==> config.mk <==
export PLATFORM = sky130hd
export DESIGN_NAME = sdram_req_arbiter_flat
export DESIGN_NICKNAME = d
export VERILOG_FILES = /design/src/rtl/sdram_req_arbiter_if.sv /design/src/rtl/sdram_req_arbiter.sv /design/src/flat_wrapper.sv
export SDC_FILE = /design/constraint.sdc
export NUM_CORES = 1
export LEC_CHECK = 0
export CORE_AREA = 2 2 48 50
export DETAILED_ROUTE_END_ITERATION = 8
export DIE_AREA = 0 0 50 52
export GPL_TIMING_DRIVEN = 0
export PLACE_DENSITY = 0.81
export SLEW_MARGIN = 0
export SYNTH_ARGS = -nofsm -noshare
export SYNTH_HDL_FRONTEND = slang
export SYNTH_SLANG_ARGS = --single-unit
export TNS_END_PERCENT = 30
==> constraint.sdc <==
create_clock -name clk -period 5.2 [get_ports clk]
set_input_delay 0.78 -clock clk [delete_from_list [all_inputs] [get_ports clk]]
set_output_delay 0.78 -clock clk [all_outputs]
set_load 0.02 [all_outputs]
==> src/rtl/sdram_req_arbiter_if.sv <==
// sdram_req_arbiter_if: requester handshake and sdram_controller strobes of sdram_req_arbiter.
interface sdram_req_arbiter_if #(parameter int NUM_REQ = 4);
   logic [NUM_REQ-1:0] req_valid, req_we, grant, req_done;
   logic busy, sdram_read_req, sdram_write_req, sdram_data_valid, timeout_err;
   modport master (
      output req_valid, req_we, sdram_data_valid,
      input  grant, req_done, busy, sdram_read_req, sdram_write_req, timeout_err
   );
   modport slave (
      input  req_valid, req_we, sdram_data_valid,
      output grant, req_done, busy, sdram_read_req, sdram_write_req, timeout_err
   );
endinterface

==> src/rtl/sdram_req_arbiter.sv <==
// sdram_req_arbiter: round-robin arbiter serialising NUM_REQ requesters onto one sdram_controller.
// Defining SDRAM_ARB_TIMEOUT_EN adds a read abort after RD_TIMEOUT cycles with a timeout_err pulse.
module sdram_req_arbiter #(
   parameter int NUM_REQ    = 4,
   parameter int WR_CYCLES  = 12,
   parameter int RD_TIMEOUT = 32
) (
   input  logic clk,
   input  logic reset,
   sdram_req_arbiter_if.slave bus
);
   localparam int IW = $clog2(NUM_REQ);
   localparam int CW = $clog2(WR_CYCLES > RD_TIMEOUT ? WR_CYCLES : RD_TIMEOUT) + 1;
   typedef enum logic [2:0] {IDLE, ISSUE, WAIT_WR, WAIT_RD, DONE} state_t;
   state_t state_q, state_d;
   logic [IW-1:0] owner_q, owner_d, rr_q, rr_d, pick;
   logic [CW-1:0] cnt_q, cnt_d;
   logic we_q, we_d, found;
   logic [NUM_REQ-1:0] oh;
`ifdef SDRAM_ARB_TIMEOUT_EN
   logic to_q, to_d;
`endif
   function automatic logic [IW-1:0] wrap(input int v);
      return IW'(v >= NUM_REQ ? v - NUM_REQ : v);
   endfunction
   // first pending requester at or after rr_q, wrapping modulo NUM_REQ
   always_comb begin
      pick  = '0;
      found = 1'b0;
      for (int i = 0; i < NUM_REQ; i++)
         if (!found && bus.req_valid[wrap(int'(rr_q) + i)]) begin
            found = 1'b1;
            pick  = wrap(int'(rr_q) + i);
         end
   end
   always_comb begin
      state_d = state_q;
      owner_d = owner_q;
      rr_d    = rr_q;
      we_d    = we_q;
      cnt_d   = cnt_q;
`ifdef SDRAM_ARB_TIMEOUT_EN
      to_d    = 1'b0;
`endif
      case (state_q)
         IDLE: if (found) begin
            owner_d = pick;
            we_d    = bus.req_we[pick];
            state_d = ISSUE;
         end
         ISSUE: begin
            state_d = we_q ? WAIT_WR : WAIT_RD;
            cnt_d   = we_q ? CW'(WR_CYCLES - 1) : '0;
         end
         WAIT_WR: begin
            state_d = cnt_q == '0 ? DONE : WAIT_WR;
            cnt_d   = cnt_q == '0 ? cnt_q : cnt_q - CW'(1);
         end
         WAIT_RD: begin
            cnt_d = &cnt_q ? cnt_q : cnt_q + CW'(1);
            if (bus.sdram_data_valid) state_d = DONE;
`ifdef SDRAM_ARB_TIMEOUT_EN
            else if (cnt_q == CW'(RD_TIMEOUT - 1)) begin
               state_d = DONE;
               to_d    = 1'b1;
            end
`endif
         end
         DONE: begin
            state_d = IDLE;
            rr_d    = wrap(int'(owner_q) + 1);
         end
         default: state_d = IDLE;
      endcase
   end
   always_ff @(posedge clk or posedge reset) begin
      if (reset) begin
         state_q <= IDLE;
         owner_q <= '0;
         rr_q    <= '0;
         we_q    <= 1'b0;
         cnt_q   <= '0;
      end else begin
         state_q <= state_d;
         owner_q <= owner_d;
         rr_q    <= rr_d;
         we_q    <= we_d;
         cnt_q   <= cnt_d;
      end
   end
`ifdef SDRAM_ARB_TIMEOUT_EN
   always_ff @(posedge clk or posedge reset) begin
      if (reset) to_q <= 1'b0;
      else       to_q <= to_d;
   end
   assign bus.timeout_err = state_q == DONE && to_q;
`else
   assign bus.timeout_err = 1'b0;
`endif
   // outputs decode registered state only, so reset clears them at once
   assign oh                  = NUM_REQ'(1) << owner_q;
   assign bus.busy            = state_q != IDLE;
   assign bus.grant           = state_q != IDLE ? oh : '0;
   assign bus.req_done        = state_q == DONE ? oh : '0;
   assign bus.sdram_write_req = state_q == ISSUE && we_q;
   assign bus.sdram_read_req  = state_q == ISSUE && !we_q;
endmodule
==> src/flat_wrapper.sv <==
// flat-port wrapper written by rule: the top's interface ports become plain ports
module sdram_req_arbiter_flat 
#(
   parameter int NUM_REQ    = 4,
   parameter int WR_CYCLES  = 12,
   parameter int RD_TIMEOUT = 32
)
  (clk, reset, bus_req_valid, bus_req_we, bus_sdram_data_valid, bus_grant, bus_req_done, bus_busy, bus_sdram_read_req, bus_sdram_write_req, bus_timeout_err);
  sdram_req_arbiter_if #(.NUM_REQ(NUM_REQ)) bus_i ();
  input  logic clk;
  input  logic reset;
  input wire logic [$bits(bus_i.req_valid)-1:0] bus_req_valid;
  input wire logic [$bits(bus_i.req_we)-1:0] bus_req_we;
  input wire logic [$bits(bus_i.sdram_data_valid)-1:0] bus_sdram_data_valid;
  output wire logic [$bits(bus_i.grant)-1:0] bus_grant;
  output wire logic [$bits(bus_i.req_done)-1:0] bus_req_done;
  output wire logic [$bits(bus_i.busy)-1:0] bus_busy;
  output wire logic [$bits(bus_i.sdram_read_req)-1:0] bus_sdram_read_req;
  output wire logic [$bits(bus_i.sdram_write_req)-1:0] bus_sdram_write_req;
  output wire logic [$bits(bus_i.timeout_err)-1:0] bus_timeout_err;
  assign bus_i.req_valid = bus_req_valid;
  assign bus_i.req_we = bus_req_we;
  assign bus_i.sdram_data_valid = bus_sdram_data_valid;
  assign bus_grant = bus_i.grant;
  assign bus_req_done = bus_i.req_done;
  assign bus_busy = bus_i.busy;
  assign bus_sdram_read_req = bus_i.sdram_read_req;
  assign bus_sdram_write_req = bus_i.sdram_write_req;
  assign bus_timeout_err = bus_i.timeout_err;
  sdram_req_arbiter #(.NUM_REQ(NUM_REQ), .WR_CYCLES(WR_CYCLES), .RD_TIMEOUT(RD_TIMEOUT)) u_core (.clk(clk), .reset(reset), .bus(bus_i));
endmodule
==> results_tabular.tex, run 1 <==
\begin{tabular}{lr}
\hline
Metric & Value \\
\hline
\multicolumn{2}{l}{\textbf{Logic synthesis}} \\
\quad Number of synthesized register bits & 14 \\
\quad Gate Count Post-Synth & 119 \\
\quad Share of the synthesized area in the top cell type & 32.6\% \\
\quad Post-synthesis net count & 139 \\
\quad Synthesis Warnings & 0 \\
\quad Commonest register cell after synthesis & sky130\_fd\_sc\_hd\_\_dfrtp\_1 \\
\quad Sequential fraction of the synthesis area & 32.6\% \\
\quad Synth area leaders & sky130\_fd\_sc\_hd\_\_dfrtp\_1 33\%, sky130\_fd\_sc\_hd\_\_ha\_1 9.3\%, sky130\_fd\_sc\_hd\_\_a21oi\_1 3.7\%, sky130\_fd\_sc\_hd\_\_nor2b\_1 3.5\%, sky130\_fd\_sc\_hd\_\_nand2\_1 3.1\% \\
\quad Most frequently used cell type in the post-synthesis netlist & sky130\_fd\_sc\_hd\_\_dfrtp\_1 \\
\quad Synth async-reset ratio & 100\% \\
\quad Mean instance size in the synthesized netlist & 9.04 um\^{}2 \\
\quad Count of flip-flops with a built-in enable after synthesis & 0 \\
\quad Leading post-synthesis cells by instance count & 14 x sky130\_fd\_sc\_hd\_\_dfrtp\_1, 9 x sky130\_fd\_sc\_hd\_\_nand2\_1, 8 x sky130\_fd\_sc\_hd\_\_a21oi\_1, 8 x sky130\_fd\_sc\_hd\_\_ha\_1, 7 x sky130\_fd\_sc\_hd\_\_inv\_1 \\
\quad Number of distinct library cell variants in the gate-level netlist after synthesis & 46 \\
\quad Area of the mapped netlist & 1080 um\^{}2 \\
\quad Cell type with the highest aggregate area in the netlist & sky130\_fd\_sc\_hd\_\_dfrtp\_1 \\
\multicolumn{2}{l}{\textbf{GRT}} \\
\quad Aggregate global routing overflow & 0 \\
\quad First-pass GRT wire length & 3880 um \\
\quad Overall track demand over capacity in global routing & 19.9\% \\
\quad Largest net degree at the start of global routing & 15 \\
\quad Vias in the first global route & 864 \\
\quad Antenna violations before repair & 0 \\
\multicolumn{2}{l}{\textbf{Setup path}} \\
\quad Arrival time at the worst endpoint & 2020 ps \\
\quad Kind of start point of the critical path & flip-flop \\
\quad Delay of the slowest critical-path stage & 590 ps \\
\quad Slowest CP cell & sky130\_fd\_sc\_hd\_\_clkdlybuf4s50\_1 \\
\quad Beginning of the critical path & u\_core.state\_q[0] \\
\quad Worst R2R Start & u\_core.state\_q[2] \\
\quad Worst reg2reg path depth & 7 \\
\quad Reg2reg setup slack & 2750 ps \\
\quad Ordered cell list for the critical path & buf\_2 > inv\_1 > and3\_1 > clkbuf\_1 > and2\_1 > clkdlybuf4s50\_1 \\
\quad Sort of element at the end of the critical path & output port \\
\quad End of the worst register-to-register path & u\_core.cnt\_q[5] \\
\quad Critical path fanouts, max & 9 \\
\quad Path type of the worst setup path & flip-flop to output port \\
\quad Worst EP required & 4420 ps \\
\multicolumn{2}{l}{\textbf{Pwr}} \\
\quad Maximum resistive drop on vdd & 0.000378 V \\
\quad PwrDens & 648 nW/um\^{}2 \\
\quad Static leakage power & 0.589 nW \\
\quad Pwr Total & 0.000880 W \\
\multicolumn{2}{l}{\textbf{Worst hold path}} \\
\quad Worst min-delay path class & flip-flop to flip-flop \\
\quad Sink of the worst hold path & u\_core.state\_q[1] \\
\quad Hold Path Depth & 1 \\
\quad Hold path startpoint & u\_core.state\_q[2] \\
\multicolumn{2}{l}{\textbf{Placed design}} \\
\quad Input/output buffers & 21 \\
\quad Global placement routability congestion & 0.806 \\
\quad Detailed Place HPWL & 1860 um \\
\quad Setup slack at placement & 2330 ps \\
\multicolumn{2}{l}{\textbf{Die}} \\
\quad Chip Width & 50 um \\
\quad Starting utilization of the core area & 51.1\% \\
\quad CORE AREA & 2110 um\^{}2 \\
\quad Area enclosed by the die boundary & 2600 um\^{}2 \\
\quad Std-Cell Rows & 17 \\
\quad Die Ht & 52 um \\
\quad Top-Level Pins & 23 \\
\multicolumn{2}{l}{\textbf{Detailed routing}} \\
\quad DRT Pass-1 Iters & 4 \\
\quad Residual DRC & 0 \\
\quad Routed WL & 2280 um \\
\quad Via density per instance & 5.62 \\
\quad Routed WL per cell & 13.2 um \\
\quad Number of vias in the routed layout & 966 \\
\quad Routed Antenna Nets & 0 \\
\quad DRC violation total after the first TritonRoute iteration & 19 \\
\multicolumn{2}{l}{\textbf{CTS}} \\
\quad \# resized after CTS & 0 \\
\quad Latest clock arrival within the worst-skew pair & 280 ps \\
\quad Buffer count from post-CTS setup fixing & 0 \\
\quad Number of clock sinks & 14 \\
\quad Num CTS Buffers & 3 \\
\quad Post-cts hold buffer count & 0 \\
\quad Depth of the CTS H-tree & 1 \\
\quad Clock tree from TritonCTS & done \\
\quad Library cell used as clock root buffer & sky130\_fd\_sc\_hd\_\_clkbuf\_4 \\
\quad Number of buffers on the longest clock path & 2 \\
\quad Clk slew on worst S/H paths & 90 ps \\
\multicolumn{2}{l}{\textbf{STA}} \\
\quad Post-route minimum period & 2800 ps \\
\quad Post-Route Hold Slack & 548 ps \\
\quad Share of the clock period used by the worst path after layout & 53.9\% \\
\quad Worst-margin pin slew & 1190 ps \\
\quad Slew Viols, Final & 0 \\
\quad Final number of setup-violating endpoints & 0 \\
\quad Clk\_skew & 2.59 ps \\
\quad Number of failing hold endpoints at the final stage & 0 \\
\quad Upper clock frequency limit & 357 MHz \\
\quad Unrepaired setup endpoints after global routing & false \\
\quad Final worst slack & 2400 ps \\
\quad Setup TNS Final & 0 ps \\
\quad Worst slew slack as a fraction of its limit & 19.8\% \\
\multicolumn{2}{l}{\textbf{Final layout}} \\
\quad Synthesis-to-finish area growth & 26.2\% \\
\quad Layout cell share with drive strength beyond 1 & 10.4\% \\
\quad Number of nets in the finished design & 165 \\
\quad Count of antenna diodes in the layout & 0 \\
\multicolumn{2}{l}{\textbf{Run}} \\
\quad Max Cap Viol & 0 \\
\multicolumn{2}{l}{\textbf{Outcome}} \\
\quad Status & complete, no violations \\
\hline
\end{tabular}
[metal layers]
metal | vias to the layer above | part of all wire (%) | GRT usage (%)
li1 | 488 | - | -
met2 | 28 | 52 | 34.2
met1 | 448 | 43 | 24.5
met5 | - | 0 | 0
met4 | 0 | 1.4 | 10.2
met3 | 2 | 3.6 | 2.59
[stage by stage]
step | std cells | util (%) | area (um^2)
4_1_cts | 172 | 64.5 | 1360
2_1_floorplan | 119 | - | 1080
6_report | 172 | 64.5 | 1360
3_3_place_gp | 168 | 62.7 | 1320
5_1_grt | 172 | 64.5 | 1360
3_5_place_dp | 168 | 62.7 | 1320
[cell families after synthesis]
group / Yosys count / share of synthesized area [%]
muxes: 4 / 3.95
adders and majority gates: 9 / 11.2
buffers and inverters: 10 / 3.95
DFF: 14 / 32.6
other: 1 / 0.349
AOI/OAI and AO/OA: 36 / 24.0
xor gates and xnor gates: 2 / 1.63
and+or+nand+nor: 43 / 22.4
[report_power, final]
part	switching, W	internal, W	total (W)	leakage, nW
logic	0.000289	0.000275	0.000563	0.395
registers	0.0000743	0.000164	0.000238	0.173
clock network	0.0000356	0.0000426	0.0000782	0.0210
[flip-flops by register name, indices dropped and copies added (netlist names)]
register,flops
u_core.state_q,3
u_core.cnt_q,6
u_core.we_q,1
u_core.rr_q,2
u_core.owner_q,2
[cell usage in the layout (no fill, tap or decap), types with 5 or more instances in the layout]
cell type | netlist | routed
sky130_fd_sc_hd__nand2_1 | 9 | 9
sky130_fd_sc_hd__ha_1 | 8 | 8
sky130_fd_sc_hd__dfrtp_1 | 14 | 14
sky130_fd_sc_hd__o21ai_0 | 6 | 6
sky130_fd_sc_hd__and2_1 | 5 | 5
sky130_fd_sc_hd__nor2_1 | 6 | 6
sky130_fd_sc_hd__nor2b_1 | 6 | 6
sky130_fd_sc_hd__clkdlybuf4s50_1 | 0 | 21
sky130_fd_sc_hd__inv_1 | 7 | 7
sky130_fd_sc_hd__a21oi_1 | 8 | 8
[worst max path at each step]
stage	endpoint	slack [ps]	cells past startpoint
after CTS	bus_req_done[2]	2380	6
after global routing	bus_grant[0]	2210	4
after global placement	u_core.owner_q[0]	2380	3
final	bus_req_done[3]	2400	6
after detailed placement	u_core.owner_q[0]	2330	3
after floorplan	u_core.cnt_q[5]	3050	7
[critical path: cells and delay by family, from the launching register on]
family        cells  cell delay [ps]
flops             1              360
simple gates      2              320
buf+inv           4             1060
[final cells by class]
| type | instances | area, um^2 |
|---|---|---|
| timing repair buffer | 21 | 210 |
| sequential | 14 | 350 |
| inverter | 7 | 26.3 |
| tap | 28 | 35.0 |
| clock buffer | 4 | 36.3 |
| fill | 178 | 748 |
| multi-input combinational | 95 | 683 |
| buffer | 3 | 16.3 |
(Power assumes the default switching activity.)
==> inputs of run 2 (changes only) <==
- CORE_AREA: 2 2 48 50 -> 2 2 52 54
- DIE_AREA: 0 0 50 52 -> 0 0 54 56
- PLACE_DENSITY: 0.81 -> 0.73
- clock period: 5.2 -> 2.4 ns (I/O delays scaled with it)
==> results_tabular.tex, run 2 (synthesis gave the netlist of run 1 again) <==
\begin{tabular}{lr}
\hline
Metric & Value \\
\hline
\multicolumn{2}{l}{\textbf{Final layout}} \\
\quad Layout cell share with drive strength beyond 1 & 16.1\% \\
\quad Largest regs & u\_core.cnt\_q: 6 flops, u\_core.state\_q: 3 flops \\
\quad Number of nets in the finished design & 171 \\
\quad Commonest cells after routing, fill and taps aside & 20 x sky130\_fd\_sc\_hd\_\_clkdlybuf4s50\_1, 12 x sky130\_fd\_sc\_hd\_\_dfrtp\_1, 9 x sky130\_fd\_sc\_hd\_\_nand2\_1 \\
\quad Count of antenna diodes in the layout & 0 \\
\quad Number of flip-flops under the largest register name & 6 \\
\quad Final core utilization & 58.1\% \\
\quad Synthesis-to-finish area growth & 31.4\% \\
\quad Most frequent standard cell in the layout excluding fill and tap cells & sky130\_fd\_sc\_hd\_\_clkdlybuf4s50\_1 \\
\quad Top register by number of flip-flops & u\_core.cnt\_q \\
\multicolumn{2}{l}{\textbf{CTS}} \\
\quad Number of buffers on the longest clock path & 2 \\
\quad Clock tree from TritonCTS & done \\
\quad Library cell used as clock root buffer & sky130\_fd\_sc\_hd\_\_clkbuf\_4 \\
\quad Latest clock arrival within the worst-skew pair & 280 ps \\
\quad Num CTS Buffers & 3 \\
\quad Clk slew on worst S/H paths & 80 ps \\
\quad Post-cts hold buffer count & 0 \\
\quad Number of clock sinks & 14 \\
\quad Depth of the CTS H-tree & 1 \\
\multicolumn{2}{l}{\textbf{Detailed routing}} \\
\quad Via density per instance & 5.72 \\
\quad Routed WL & 2440 um \\
\quad DRC violation total after the first TritonRoute iteration & 40 \\
\quad Routed Antenna Nets & 0 \\
\quad Number of vias in the routed layout & 1024 \\
\quad DRT Pass-1 Iters & 4 \\
\quad Routed WL per cell & 13.6 um \\
\quad Residual DRC & 0 \\
\multicolumn{2}{l}{\textbf{STA}} \\
\quad Worst slew slack as a fraction of its limit & 30.8\% \\
\quad Post-route minimum period & 2330 ps \\
\quad Final number of setup-violating endpoints & 0 \\
\quad Unrepaired setup endpoints after global routing & true \\
\quad Worst-margin pin slew & 1020 ps \\
\quad Slew Viols, Final & 0 \\
\quad Share of the clock period used by the worst path after layout & 96.9\% \\
\quad Upper clock frequency limit & 430 MHz \\
\quad Final worst slack & 73.9 ps \\
\quad Post-Route Hold Slack & 425 ps \\
\quad Clk\_skew & 4.88 ps \\
\quad Number of failing hold endpoints at the final stage & 0 \\
\multicolumn{2}{l}{\textbf{Pwr}} \\
\quad Maximum resistive drop on vdd & 0.000977 V \\
\quad PwrDens & 1410 nW/um\^{}2 \\
\quad Static leakage power & 0.632 nW \\
\quad Pwr Total & 0.00199 W \\
\multicolumn{2}{l}{\textbf{Run}} \\
\quad Max Cap Viol & 0 \\
\multicolumn{2}{l}{\textbf{Setup path}} \\
\quad Arrival time at the worst endpoint & 1970 ps \\
\quad Worst EP required & 2040 ps \\
\quad Path type of the worst setup path & flip-flop to output port \\
\quad Sort of element at the end of the critical path & output port \\
\quad Critical path fanouts, max & 9 \\
\quad Ordered cell list for the critical path & buf\_2 > nor3\_1 > nor2b\_1 > clkdlybuf4s50\_1 \\
\quad Delay of the slowest critical-path stage & 560 ps \\
\quad Kind of start point of the critical path & flip-flop \\
\quad Slowest CP cell & sky130\_fd\_sc\_hd\_\_clkdlybuf4s50\_1 \\
\multicolumn{2}{l}{\textbf{GRT}} \\
\quad Largest net degree at the start of global routing & 15 \\
\quad Overall track demand over capacity in global routing & 18.5\% \\
\quad First-pass GRT wire length & 4220 um \\
\quad Antenna violations before repair & 0 \\
\quad Vias in the first global route & 1002 \\
\quad Aggregate global routing overflow & 0 \\
\multicolumn{2}{l}{\textbf{Placed design}} \\
\quad Input/output buffers & 21 \\
\quad Setup slack at placement & -20.8 ps \\
\quad Global placement routability congestion & 0.744 \\
\quad Detailed Place HPWL & 1890 um \\
\multicolumn{2}{l}{\textbf{Die}} \\
\quad Area enclosed by the die boundary & 3020 um\^{}2 \\
\quad Chip Width & 54 um \\
\quad CORE AREA & 2430 um\^{}2 \\
\quad Top-Level Pins & 23 \\
\quad Std-Cell Rows & 18 \\
\quad Die Ht & 56 um \\
\quad Starting utilization of the core area & 44.2\% \\
\multicolumn{2}{l}{\textbf{Outcome}} \\
\quad Status & complete, no violations \\
\multicolumn{2}{l}{\textbf{Worst hold path}} \\
\quad Worst min-delay path class & input port to async pin \\
\hline
\end{tabular}
-- run 2: stage by stage --
step / area (um^2) / TNS, ps / cells
2_1_floorplan: 1080 / 0 / 119
3_3_place_gp: 1320 / 0 / 170
3_5_place_dp: 1320 / -20.8 / 170
4_1_cts: 1370 / 0 / 176
5_1_grt: 1410 / -19.4 / 179
6_report: 1410 / 0 / 179
-- run 2: cell type report --
cell class	instances	area (um^2)
fill	238	1020
multi-input combinational	95	696
sequential	14	353
timing repair buffer	27	262
tap	30	37.5
inverter	7	26.3
clock buffer	3	22.5
buffer	3	17.5
-- run 2: worst paths after layout --
kind,cells past startpoint,startpoint,slack (ps),to
setup / recovery,4,u_core.state_q[0],70,bus_grant[1]
hold / removal,2,reset,430,u_core.cnt_q[5]
setup reg to reg,8,u_core.state_q[2],170,u_core.cnt_q[5]
hold reg to reg,1,u_core.owner_q[0],550,u_core.rr_q[0]
max in group asynchronous,2,reset,1580,u_core.state_q[2]
min in group clk,1,u_core.owner_q[0],550,u_core.rr_q[0]
-- run 2: layer usage --
metal	wire length (um)	share of wire (%)	up-vias	global-route usage, %
met3	105	4.3	5	1.61
met4	46	1.9	0	7.50
li1	-	-	499	-
met5	0	0	-	0
met2	1230	50	30	31.4
met1	1060	43	490	23.4
-- run 2: worst max-delay path, delay by kind of cell (launching register included) --
family / cells / cell delay (ps)
buf+inv: 2 / 720
flops: 1 / 350
simple gates: 2 / 620
-- run 2: what timing repair did --
| item | 4_1_cts | 5_1_grt |
|---|---|---|
| pin swaps | 0 | 0 |
| endpoints found under the setup margin | 3 | 7 |
| setup buffers | 3 | 3 |
| cloned | 0 | 0 |
| resized for setup | 1 | 7 |
-- run 2: where the power goes --
group,switching [W],total [W],internal [W]
Sequential,0.000162,0.000521,0.000359
Clock,0.0000709,0.000129,0.0000582
Combinational,0.000665,0.00134,0.000679
